--- config.mk ---
export PLATFORM = sky130hd
export DESIGN_NAME = spram_rr_arbiter
export DESIGN_NICKNAME = d
export VERILOG_FILES = /design/src/rtl/spram_arb_pkg.sv /design/src/rtl/rr_grant_picker.sv /design/src/rtl/spram_rr_arbiter.sv
export SDC_FILE = /design/constraint.sdc
export NUM_CORES = 1
export LEC_CHECK = 0
export CAP_MARGIN = 20
export CORE_AREA = 2 2 116 118
export DETAILED_ROUTE_END_ITERATION = 8
export DIE_AREA = 0 0 118 120
export DONT_BUFFER_PORTS = 1
export PLACE_DENSITY = 0.49
export SLEW_MARGIN = 20
export SYNTH_ARGS = -nofsm -noshare
export SYNTH_HDL_FRONTEND = slang
export SYNTH_SLANG_ARGS = --single-unit
--- constraint.sdc ---
create_clock -name clk -period 2.57 [get_ports clk]
set_input_delay 0.3855 -clock clk [delete_from_list [all_inputs] [get_ports clk]]
set_output_delay 0.3855 -clock clk [all_outputs]
set_load 0.02 [all_outputs]
--- src/rtl/spram_arb_pkg.sv ---
// rtl/spram_arb_pkg.sv - shared RAM geometry, FSM encoding and latency for the spram arbiter
package spram_arb_pkg;

    localparam int RAM_DEPTH  = 1024;
    localparam int RAM_ADDR_W = $clog2(RAM_DEPTH);
    localparam int RAM_DATA_W = 32;

    // One command register stage plus the RAM's own registered read.
    localparam int RD_LAT = 2;

    localparam logic [0:0] ST_ARB    = 1'b0;
    localparam logic [0:0] ST_LOCKED = 1'b1;

    // Wrap-around successor of a requester index.
    function automatic int next_idx(input int idx, input int n);
        return (idx + 1 >= n) ? 0 : idx + 1;
    endfunction

endpackage

--- src/rtl/rr_grant_picker.sv ---
// rtl/rr_grant_picker.sv - combinational round-robin scan from a start pointer
module rr_grant_picker
    import spram_arb_pkg::*;
#(
    parameter int NUM_REQ = 4,
    parameter int PTR_W   = (NUM_REQ > 1) ? $clog2(NUM_REQ) : 1
)
(
    input  logic [NUM_REQ-1:0] req,
    input  logic [PTR_W-1:0]   ptr,
    output logic [NUM_REQ-1:0] grant
);

    int   idx;
    logic found;

    // Walk upward from ptr, wrapping at NUM_REQ; the first pending request wins.
    always_comb begin
        grant = '0;
        found = 1'b0;
        idx   = 0;
        for (int k = 0; k < NUM_REQ; k++) begin
            idx = int'(ptr) + k;
            if (idx >= NUM_REQ) begin
                idx = idx - NUM_REQ;
            end
            if (!found && req[idx[PTR_W-1:0]]) begin
                grant[idx[PTR_W-1:0]] = 1'b1;
                found                 = 1'b1;
            end
        end
    end

endmodule

--- src/rtl/spram_rr_arbiter.sv ---
// rtl/spram_rr_arbiter.sv - round-robin arbiter with lock sharing one single-port RAM
module spram_rr_arbiter
    import spram_arb_pkg::*;
#(
    parameter int NUM_REQ = 4,
    parameter int ADDR_W  = RAM_ADDR_W,
    parameter int DATA_W  = RAM_DATA_W
)
(
    input  logic                      clk,
    input  logic                      reset,
    input  logic [NUM_REQ-1:0]        req_valid,
    output logic [NUM_REQ-1:0]        req_ready,
    input  logic [NUM_REQ-1:0]        req_wren,
    input  logic [NUM_REQ-1:0]        req_lock,
    input  logic [NUM_REQ*ADDR_W-1:0] req_addr,
    input  logic [NUM_REQ*DATA_W-1:0] req_wdata,
    output logic [NUM_REQ-1:0]        rsp_valid,
    output logic [DATA_W-1:0]         rsp_rdata,
    output logic [ADDR_W-1:0]         ram_address,
    output logic                      ram_wren,
    output logic [DATA_W-1:0]         ram_data,
    input  logic [DATA_W-1:0]         ram_out
);

    localparam int PTR_W = (NUM_REQ > 1) ? $clog2(NUM_REQ) : 1;

    logic [0:0]         state;
    logic [PTR_W-1:0]   rr_ptr;
    logic [PTR_W-1:0]   owner;
    logic [NUM_REQ-1:0] grant;
    logic [NUM_REQ-1:0] accept;
    logic               acc_any;
    logic [PTR_W-1:0]   acc_idx;
    logic [ADDR_W-1:0]  sel_addr;
    logic [DATA_W-1:0]  sel_wdata;
    logic               sel_wren;
    logic               sel_lock;
    logic [NUM_REQ-1:0] tag_q [RD_LAT];

    rr_grant_picker #(
        .NUM_REQ (NUM_REQ),
        .PTR_W   (PTR_W)
    ) u_picker (
        .req   (req_valid),
        .ptr   (rr_ptr),
        .grant (grant)
    );

    // Ready: round-robin grant in ARB, owner-only pass-through while LOCKED, nothing in reset.
    always_comb begin
        req_ready = '0;
        if (reset) begin
            if (state == ST_ARB) begin
                req_ready = grant;
            end else begin
                for (int i = 0; i < NUM_REQ; i++) begin
                    if (PTR_W'(i) == owner) begin
                        req_ready[i] = req_valid[i];
                    end
                end
            end
        end
    end

    assign accept  = req_valid & req_ready;
    assign acc_any = |accept;

    // Steer the accepted requester's payload; accept is one-hot or zero.
    always_comb begin
        acc_idx   = '0;
        sel_addr  = '0;
        sel_wdata = '0;
        sel_wren  = 1'b0;
        sel_lock  = 1'b0;
        for (int i = 0; i < NUM_REQ; i++) begin
            if (accept[i]) begin
                acc_idx   = PTR_W'(i);
                sel_addr  = req_addr[i*ADDR_W +: ADDR_W];
                sel_wdata = req_wdata[i*DATA_W +: DATA_W];
                sel_wren  = req_wren[i];
                sel_lock  = req_lock[i];
            end
        end
    end

    // Arbitration state, round-robin pointer and lock owner advance on every accept.
    always_ff @(posedge clk or negedge reset) begin
        if (!reset) begin
            state  <= ST_ARB;
            rr_ptr <= '0;
            owner  <= '0;
        end else if (acc_any) begin
            rr_ptr <= PTR_W'(next_idx(int'(acc_idx), NUM_REQ));
            owner  <= acc_idx;
            state  <= sel_lock ? ST_LOCKED : ST_ARB;
        end
    end

    // Command stage: register the accepted access onto the RAM pins; idle cycles only drop wren.
    always_ff @(posedge clk or negedge reset) begin
        if (!reset) begin
            ram_address <= '0;
            ram_wren    <= 1'b0;
            ram_data    <= '0;
        end else begin
            ram_wren <= acc_any & sel_wren;
            if (acc_any) begin
                ram_address <= sel_addr;
                ram_data    <= sel_wdata;
            end
        end
    end

    // Read tags ride alongside the command and RAM read so data and strobe line up.
    always_ff @(posedge clk or negedge reset) begin
        if (!reset) begin
            for (int s = 0; s < RD_LAT; s++) begin
                tag_q[s] <= '0;
            end
        end else begin
            tag_q[0] <= accept & ~req_wren;
            for (int s = 1; s < RD_LAT; s++) begin
                tag_q[s] <= tag_q[s-1];
            end
        end
    end

    assign rsp_valid = tag_q[RD_LAT-1];
    assign rsp_rdata = ram_out;

endmodule
==> flow_summary.ini <==
[cells_and_area]
layout.nets = 704
diodes = 0
post-route-util_pct = 41.0
stdcell_count = 659
syn_to_final_growth_pct = 35.4
layout-drive-gt1-share_pct = 37.7

[logic_synthesis]
synthSimpleGateAreaFrac_pct = 15.0
synth-xor-area-share_pct = 0
ys_seq_elements = 56
synth_compound_area_share_pct = 32.4
synth.area.mux_share_pct = 2.29
netlist_instances = 463
yosys.area.top_type_share_pct = 35.7
yosysTopAreaCell = dfrtp_1
syn_area_um2 = 3930
synth_top_family_by_area = compound AO/OA/AOI/OAI gates
synth.area.top_cells = dfrtp_1 36%, a21oi_1 11%, o2bb2ai_1 9.6%
synthAdderAreaFrac_pct = 2.55
ys_warn_count = 0
ys_types = 35
ys_seq_area_share_pct = 35.7
synth_area_per_cell_um2 = 8.49
syn_nets = 685

[sta]
rsz0062_at_grt = yes
worst_slack_ps = -321
setup_viol = 51
maxSlewHeadroom_pct = 75.8
fin_crit_ps = 2890
max_freq_ghz = 0.346
clock_skew_ps = 15.1
slew_viol_final = 0
fin_crit_sh_pct = 112
hold_viol = 0
hold_ws_ps = 142
worst_pin_slew_ps = 364

[pwr]
p_leak_nw = 2.10
vdd_drop_max_mv = 0.503
powerDensity_nw_per_um2 = 1480
total_power_mw = 7.89

[worst_setup_path]
crit_arrival_ps = 2510
crit_fanout = 5
cp.required_ps = 2180
cpPeakStageDelay_ps = 460
slowest_stage = dfrtp_2
crit_type = reg2out
start_kind = flop
crit_chain = buf_4 > mux4_2 > buf_4 > nor4b_4 > buf_4 > nand2_4 > buf_6 > nand3_2 > nand2_2 > a21oi_2 > buf_6
cp-end-kind = primary output
cpMostUsedCell = buf_4

[global_route]
grt_pass1_vias = 3887
grt-ovfl-total = 0
grt_pass1_wl_um = 22700
grt_max_degree = 57
globalRouteTotalUtil_pct = 20.8
antenna_found_initial = 0

[floorplan]
die_h_um = 120
boundaryPins = 297
die_w_um = 118
die_area_um2 = 14200
rows = 42
initial_utilization_pct = 30.3
core_region_area_um2 = 13000

[worst_hold_path]
worstHoldPathType = in2reg

[cts]
cts_tree = done
clkLatencyLatePin_ps = 310
cts_num_sinks = 56
numCtsBuffers = 5
cts_buffer_depth = 2
cts_max_level = 2
cts-root-buf = clkbuf_16
clk_pin_slew_worst_paths_ps = 80

[route]
first_iter_violations = 191
vias = 3875
drc = 0
firstDrtPassIters = 4
routed_wl_um = 16600
wl_per_cell_um = 25.2
final_antenna_net_count = 0
viasPerCell = 5.88

[run]
max_cap_violations = 0

[placement]
dp.cells = 613
numPortBuffers = 0
place_ws_ps = -160
gp_congestion = 0.806
dp_hpwl_um = 10500

[outcome]
violations = negative setup slack
status = finished with violations
## metal layers
metal  share of wire, %  wire length, µm  up-vias  track usage (%)
li1                   -                -     1702                -
met1                 38             6380     1894             23.8
met2                 50             8320      259             35.8
met3                9.7             1610       20             7.94
met4                1.7              289        0             6.33
met5                  0                0        -                0
## stage by stage
stage	TNS (ps)	cell area, µm²
after global placement	-3210	4240
after floorplan	0	4050
after detailed placement	-5650	4240
after CTS	-11930	4880
after global routing	-19430	5320
final	-13630	5320
## sequential cells by signal (all words and copies together) (netlist names)
register and cells:
owner 2, ram_address 10, ram_data 32, ram_wren 1
rr_ptr 2, rsp_valid 4, state 1, tag_q 4
## power breakdown
group	leakage (nW)	total [mW]	switching (mW)	internal [mW]
registers	0.670	2.15	0.838	1.32
clock network	0.0691	0.741	0.351	0.389
logic	1.36	4.99	2.48	2.51
total	2.10	7.89	3.67	4.22
## cell type report
| class | instances | area [µm²] |
|---|---|---|
| fillers | 1317 | 7660 |
| multi-input cells | 330 | 2450 |
| flip-flops and latches | 56 | 1400 |
| repair buffers | 87 | 1090 |
| well taps | 176 | 220 |
| clock buffers | 6 | 139 |
| clock inverters | 2 | 15.0 |
| inverters | 2 | 7.51 |
## Yosys cell counts (all sizes together)
library cell and count:
clkbuf 11, o2bb2ai 43, a21oi 84, nor2 49, buf 64, a31o 3, o31ai 1, o21bai 1
nand3 47, a311o 1, a211o 1, nand3b 2, nand4 1, inv 2, a211oi 3, mux4 4
nor4b 1, a221oi 5, ha 8, o21ai 44, a31oi 6, nor3 2, nor2b 1, a221o 1
and2 1, a21o 2, nor3b 2, nand2 17, dfrtp 56
## layout by cell type, fill, tap and decap left out, types with 8 or more instances in the layout
cell type  instances
a21oi_1           73
nand3_1           46
buf_12            11
buf_6             21
o21ai_1           16
dfrtp_1           54
o21ai_2           22
nand2_1           10
nor2_2             8
clkbuf_16          8
a21oi_2           11
nor2_1            37
buf_4             41
o2bb2ai_1         41
## worst paths after layout
path                       cells past startpoint                      end  slack [ps]                   from
setup / recovery                              11             req_ready[3]        -320  rr_ptr[0]$_DFFE_PN0P_
hold / removal                                 1       tag_q[4]$_DFF_PN0_         140            req_wren[0]
setup reg to reg                              12     owner[0]$_DFFE_PN0P_        -320  rr_ptr[0]$_DFFE_PN0P_
hold reg to reg                                0   rsp_valid[2]$_DFF_PN0_         350     tag_q[6]$_DFF_PN0_
max in group asynchronous                      2  ram_data[6]$_DFFE_PN0P_        1660                  reset
min in group asynchronous                      2     owner[1]$_DFFE_PN0P_         650                  reset
## kinds of logic after synthesis
logic type / count (synthesis)
AOI/OAI and AO/OA: 195
adders and majority gates: 8
buffers and inverters: 77
DFF: 56
muxes: 4
and+or+nand+nor: 123
## critical path, delay by kind of cell, from the launching register on
family          cells  cell delay [ps]
compound gates      1              120
buf+inv             5              790
flops               1              460
mux                 1              330
simple gates        4              490
## repair_timing
| action | in CTS | in global routing |
|---|---|---|
| pin swaps | 19 | 47 |
| setup endpoints to repair | 51 | 52 |
| gates cloned | 5 | 6 |
| hold buffers | 2 | 0 |
| resized for setup | 40 | 100 |
| endpoints found under the hold margin | 56 | 0 |
| setup buffers | 17 | 10 |
(Power assumes the default switching activity.)
